File: config.mk
export PLATFORM = sky130hd
export DESIGN_NAME = alu_seq
export DESIGN_NICKNAME = d
export VERILOG_FILES = /design/src/rtl/alu_seq.sv
export SDC_FILE = /design/constraint.sdc
export NUM_CORES = 2
export LEC_CHECK = 0
export CAP_MARGIN = 30
export CORE_MARGIN = 2
export CORE_UTILIZATION = 53
export CTS_BUF_LIST = sky130_fd_sc_hd__clkbuf_8
export DETAILED_ROUTE_END_ITERATION = 10
export PLACE_DENSITY_LB_ADDON = 0.15
export SLEW_MARGIN = 20
export SYNTH_ARGS = -nofsm -noshare
export SYNTH_HDL_FRONTEND = slang
export SYNTH_SLANG_ARGS = --single-unit
File: constraint.sdc
create_clock -name clk -period 5.25 [get_ports clk]
set_clock_uncertainty 0.2 [all_clocks]
set_input_delay 0.525 -clock clk [delete_from_list [all_inputs] [get_ports clk]]
set_output_delay 0.525 -clock clk [all_outputs]
set_load 0.05 [all_outputs]
File: src/rtl/alu_seq.sv
// alu_seq: clocked ALU with valid/ready handshake, registered result/flags
// and an iterative signed shift-add multiplier (one multiplier bit per clock).
//
// Ports:
//   clk, reset_n            rising-edge clock, async active-low reset
//   in_valid / in_ready     operand handshake; A, B, cntrl, shiftdir sampled on transfer
//   out_valid / out_ready   result handshake; result, negative, zero, overflow, carry_out
//   busy                    high while a multiply is in progress
module alu_seq #(
  parameter int WIDTH = 64
) (
  input  logic             clk,
  input  logic             reset_n,
  input  logic             in_valid,
  output logic             in_ready,
  input  logic [WIDTH-1:0] A,
  input  logic [WIDTH-1:0] B,
  input  logic [2:0]       cntrl,
  input  logic             shiftdir,
  output logic             out_valid,
  input  logic             out_ready,
  output logic [WIDTH-1:0] result,
  output logic             negative,
  output logic             zero,
  output logic             overflow,
  output logic             carry_out,
  output logic             busy
);

  localparam int SHW = $clog2(WIDTH);

  if (WIDTH < 8 || (WIDTH & (WIDTH - 1)) != 0) begin : g_bad_width
    $error("alu_seq: WIDTH must be a power of 2 and >= 8");
  end

  localparam logic [2:0] OP_PASS  = 3'b000;
  localparam logic [2:0] OP_SHIFT = 3'b001;
  localparam logic [2:0] OP_ADD   = 3'b010;
  localparam logic [2:0] OP_SUB   = 3'b011;
  localparam logic [2:0] OP_AND   = 3'b100;
  localparam logic [2:0] OP_OR    = 3'b101;
  localparam logic [2:0] OP_XOR   = 3'b110;
  localparam logic [2:0] OP_MUL   = 3'b111;

  typedef enum logic [1:0] {
    S_IDLE,
    S_MUL,
    S_FIX
  } state_t;

  state_t             state_q, state_d;
  logic [SHW-1:0]     cnt_q, cnt_d;
  logic [2*WIDTH-1:0] mcand_q, mcand_d;
  logic [WIDTH:0]     mplier_q, mplier_d;
  logic [2*WIDTH-1:0] acc_q, acc_d;
  logic               sign_q, sign_d;
  logic [WIDTH-1:0]   res_q, res_d;
  logic               neg_q, neg_d;
  logic               zero_q, zero_d;
  logic               ovf_q, ovf_d;
  logic               cout_q, cout_d;
  logic               ov_q, ov_d;

  logic               accept;
  logic               sub;
  logic [WIDTH-1:0]   b_op;
  logic [WIDTH:0]     sum_w;
  logic [WIDTH-1:0]   alu_res;
  logic               alu_v;
  logic               alu_c;
  logic [WIDTH:0]     a_ext, b_ext;
  logic [WIDTH:0]     a_mag, b_mag;
  logic [2*WIDTH-1:0] prod;
  logic               wr;
  logic [WIDTH-1:0]   new_res;
  logic               new_v;
  logic               new_c;

  assign in_ready  = (state_q == S_IDLE) && (!ov_q || out_ready);
  assign accept    = in_valid && in_ready;
  assign busy      = (state_q != S_IDLE);
  assign out_valid = ov_q;
  assign result    = res_q;
  assign negative  = neg_q;
  assign zero      = zero_q;
  assign overflow  = ovf_q;
  assign carry_out = cout_q;

  // Magnitudes need W+1 bits so the most-negative operand is exact.
  assign a_ext = {A[WIDTH-1], A};
  assign b_ext = {B[WIDTH-1], B};
  assign a_mag = A[WIDTH-1] ? (~a_ext + (WIDTH+1)'(1)) : a_ext;
  assign b_mag = B[WIDTH-1] ? (~b_ext + (WIDTH+1)'(1)) : b_ext;
  assign prod  = sign_q ? (~acc_q + (2*WIDTH)'(1)) : acc_q;

  always_comb begin
    sub     = (cntrl == OP_SUB);
    b_op    = sub ? ~B : B;
    sum_w   = {1'b0, A} + {1'b0, b_op} + {{WIDTH{1'b0}}, sub};
    alu_res = '0;
    alu_v   = 1'b0;
    alu_c   = 1'b0;
    unique case (cntrl)
      OP_PASS:  alu_res = B;
      OP_SHIFT: alu_res = shiftdir ? (A >> B[SHW-1:0])
                                   : (A << B[SHW-1:0]);
      OP_ADD, OP_SUB: begin
        alu_res = sum_w[WIDTH-1:0];
        alu_c   = sum_w[WIDTH];
        alu_v   = (A[WIDTH-1] == b_op[WIDTH-1]) &&
                  (sum_w[WIDTH-1] != A[WIDTH-1]);
      end
      OP_AND:   alu_res = A & B;
      OP_OR:    alu_res = A | B;
      OP_XOR:   alu_res = A ^ B;
      OP_MUL:   alu_res = '0;
    endcase
  end

  always_comb begin
    state_d  = state_q;
    cnt_d    = cnt_q;
    mcand_d  = mcand_q;
    mplier_d = mplier_q;
    acc_d    = acc_q;
    sign_d   = sign_q;
    res_d    = res_q;
    neg_d    = neg_q;
    zero_d   = zero_q;
    ovf_d    = ovf_q;
    cout_d   = cout_q;
    ov_d     = ov_q;
    wr       = 1'b0;
    new_res  = '0;
    new_v    = 1'b0;
    new_c    = 1'b0;
    unique case (state_q)
      S_IDLE: begin
        if (accept) begin
          if (cntrl == OP_MUL) begin
            state_d  = S_MUL;
            cnt_d    = '0;
            acc_d    = '0;
            mcand_d  = {{(WIDTH-1){1'b0}}, a_mag};
            mplier_d = b_mag;
            sign_d   = A[WIDTH-1] ^ B[WIDTH-1];
          end else begin
            wr      = 1'b1;
            new_res = alu_res;
            new_v   = alu_v;
            new_c   = alu_c;
          end
        end
      end
      S_MUL: begin
        acc_d    = acc_q + (mplier_q[0] ? mcand_q : '0);
        mcand_d  = mcand_q << 1;
        mplier_d = mplier_q >> 1;
        cnt_d    = cnt_q + SHW'(1);
        if (cnt_q == SHW'(WIDTH - 1)) begin
          state_d = S_FIX;
        end
      end
      S_FIX: begin
        if (!ov_q || out_ready) begin
          wr      = 1'b1;
          new_res = prod[WIDTH-1:0];
          new_v   = prod[2*WIDTH-1:WIDTH] != {WIDTH{prod[WIDTH-1]}};
          state_d = S_IDLE;
        end
      end
      default: state_d = S_IDLE;
    endcase
    // A result written this edge wins over the output transfer.
    if (wr) begin
      res_d  = new_res;
      neg_d  = new_res[WIDTH-1];
      zero_d = (new_res == '0);
      ovf_d  = new_v;
      cout_d = new_c;
      ov_d   = 1'b1;
    end else if (ov_q && out_ready) begin
      ov_d = 1'b0;
    end
  end

  always_ff @(posedge clk or negedge reset_n) begin
    if (!reset_n) begin
      state_q  <= S_IDLE;
      cnt_q    <= '0;
      mcand_q  <= '0;
      mplier_q <= '0;
      acc_q    <= '0;
      sign_q   <= 1'b0;
      res_q    <= '0;
      neg_q    <= 1'b0;
      zero_q   <= 1'b0;
      ovf_q    <= 1'b0;
      cout_q   <= 1'b0;
      ov_q     <= 1'b0;
    end else begin
      state_q  <= state_d;
      cnt_q    <= cnt_d;
      mcand_q  <= mcand_d;
      mplier_q <= mplier_d;
      acc_q    <= acc_d;
      sign_q   <= sign_d;
      res_q    <= res_d;
      neg_q    <= neg_d;
      zero_q   <= zero_d;
      ovf_q    <= ovf_d;
      cout_q   <= cout_d;
      ov_q     <= ov_d;
    end
  end

endmodule

==> results.yml <==
timing:
  worst_pin_slew_ps: 1100
  finalHoldViolCount: 0
  fin_crit_ps: 5190
  rsz0062_at_grt: "true"
  finalSetupViolCount: 0
  slew_viol_final: 0
  setup_tns_ps: 0
  hold_ws_ps: 153
  slew_headroom: 0.266
  max_freq_mhz: 193
  min_period_over_period: 0.988
clock_network:
  clk_latency_ps: 770
  cts_tree: "done"
  h-tree-depth: 3
  cts-root-buf: "clkbuf_8"
  cts.sinks: 398
  clock_path_buffers: 3
  clk_pin_slew_ps: 60
  numCtsBuffers: 76
worst_setup_path:
  slowest_stage: "dfrtp_4"
  crit_path_start_kind: "flip-flop"
  cpPeakStageDelay_ps: 590
  crit_arrival_ps: 5530
  crit_fanout: 14
  end_kind: "flip-flop"
  crit_type: "reg2reg"
  crit_required_ps: 5600
  worstPathCellList: "buf_6 -> and2_1 -> fa_1 -> a21oi_1 -> o21ai_0 -> a21oi_1 -> o211ai_1 -> a311oi_2 -> buf_4 -> o221ai_1 -> a21o_1 -> a22o_1 -> o31ai_4 -> a31oi_2 -> nor3b_4 -> nor2_1 -> xor2_1 -> o21ai_0"
logic_synthesis:
  seq_area_frac_synth: 0.196
  yosysWarnings: 0
  synth_area_um2: 50700
  synth.distinct_cells: 90
  avgSynthCellArea_um2: 7.64
  synth_edf_count: 0
  synth_seq_cells: 398
  async_reset_ff_frac: 1.00
  synth_ff_type: "dfrtp_1"
  synth_nets: 7106
  synthCells: 6636
worst_hold_path:
  hold_path_class: "in2async"
drt:
  drt_pre_antenna_iters: 9
  drtIter0Drc: 10026
  wl_per_cell_um: 31.9
  vias: 61747
  detail_route.wirelength_um: 276000
  ant_nets: 0
  vias_per_cell: 7.13
  drc: 0
power_and_ir_drop:
  static-leakage-power_nw: 28.0
  power_mw: 11.9
  pwr_density_cell_nw_per_um2: 191
  vdd_drop_max_v: 0.000202
grt:
  grt_pass1_vias: 58523
  grt_pass1_wl_um: 397000
  gr-total-overflow: 0
  track_usage: 0.548
  antenna_found_initial: 25
  grt_max_degree: 156
floorplanning:
  dieHeight_um: 313
  row_count: 113
  die_area_um2: 98200
  ios: 207
  start_util: 0.535
  core-area_um2: 94900
  die_width_um: 313
final_layout:
  final_cell_mix: "911 x buf_4, 712 x nand2_1, 697 x o21ai_0, 554 x a21oi_1, 475 x nor2_1"
  syn_to_final_growth_pct: 22.8
  fin_nets: 7798
  drive_gt1_frac: 0.191
  mostFrequentLayoutCell: "buf_4"
placement:
  dpl.hpwl_um: 212000
  gp_congestion: 1.15
  io_buffers: 206
run:
  maxCapViolations: 0
run_status:
  run_status: "complete, no violations"
report_power, final:
part,switching [mW],internal (mW)
logic,3.14,1.89
clock network,1.60,2.06
registers,0.0592,3.13
synth_stat cells, drive strengths merged, types with 42 or more instances:
master,n,share of area
dfrtp,398,0.20
or3,74,0.0095
o21bai,50,0.0074
a21o,127,0.019
o31ai,99,0.015
xnor2,320,0.055
inv,210,0.016
xor2,155,0.027
nand4,116,0.014
clkbuf,453,0.034
mux2,45,0.010
a21oi,559,0.055
o211ai,73,0.011
o21ai,706,0.070
nand2b,42,0.0053
nand2,715,0.053
and2,147,0.018
mux4,152,0.067
a211oi,48,0.0071
nor2,482,0.036
a22o,79,0.014
mux2i,173,0.034
nand3,103,0.010
nor3,107,0.011
buf,110,0.0097
o22ai,109,0.013
a22oi,82,0.012
a31oi,63,0.0078
ha,332,0.082
nor4,45,0.0060
metrics by stage:
stage | setup slack [ps] | cell area (um2) | std cells | utilization
floorplan | -25.8 | 51100 | 6636 | -
global placement | -1140 | 60200 | 8503 | 0.634
detailed placement | -1200 | 60200 | 8504 | 0.634
global route | -71.9 | 62200 | 8652 | 0.656
finish | 63.8 | 62300 | 8662 | 0.656
CTS | 44.1 | 62000 | 8640 | 0.653
path summary, 6_finish.rpt:
kind	start	end	slack (ps)	cells after the start
setup / recovery	mplier_q[0]$_DFFE_PN0P_	acc_q[116]$_DFFE_PN0P_	60	18
hold / removal	reset_n	mcand_q[75]$_DFFE_PN0P_	150	2
setup reg to reg	mplier_q[0]$_DFFE_PN0P_	acc_q[116]$_DFFE_PN0P_	60	18
hold reg to reg	result[58]$_DFFE_PN0P_	result[58]$_DFFE_PN0P_	290	2
max in group asynchronous	reset_n	out_valid$_DFFE_PN0P_	3450	3
min in group clk	result[58]$_DFFE_PN0P_	result[58]$_DFFE_PN0P_	290	2
cell families after synthesis:
kind of cell	count (synthesis)	share of synthesized area
AO/OA/AOI/OAI	2302	0.284
XOR/XNOR	475	0.0820
adder cells (fa/ha/maj)	334	0.0827
buffers and inverters	775	0.0589
flip-flops	398	0.196
multiplexers	370	0.112
AND/OR/NAND/NOR	1982	0.184
routing by layer:
metal,track usage,wire length (um),vias to the layer above
met3,0.200,37400,1701
met5,0,105,-
met2,0.792,112000,5218
met4,0.520,34000,14
met1,0.623,93200,28950
li1,-,-,25864
repair_timing:
action,4_1_cts,5_1_grt
pin swaps,0,7
resized for setup,8,28
setup endpoints to repair,7,17
buffers inserted,0,4
hold buffers,1,0
hold endpoints to repair,69,0
sequential cells by signal (all words and copies together) (netlist names):
name / flops
acc_q: 128
result: 64
carry_out: 1
overflow: 1
cnt_q: 6
mcand_q: 128
mplier_q: 65
sign_q: 1
state_q: 2
out_valid: 1
zero: 1
layout make-up:
type                            count  area, um2
Multi-Input combinational cell   5463      38100
Fill cell                        8155      32600
Timing Repair Buffer             1177      10000
Sequential cell                   398       9970
Tap cell                         1265       1580
Clock buffer                       92       1270
Inverter                          212        798
Clock inverter                     43        482
Antenna cell                       12       30.0
critical path: cells and delay by family, from the launching register on:
family | cells | cell delay [ps]
xor+xnor | 1 | 160
buf+inv | 2 | 440
simple gates | 3 | 580
flops | 1 | 590
compound gates | 11 | 2560
fa+ha+maj | 1 | 440
No activity file was read; power rests on OpenSTA's default activity.
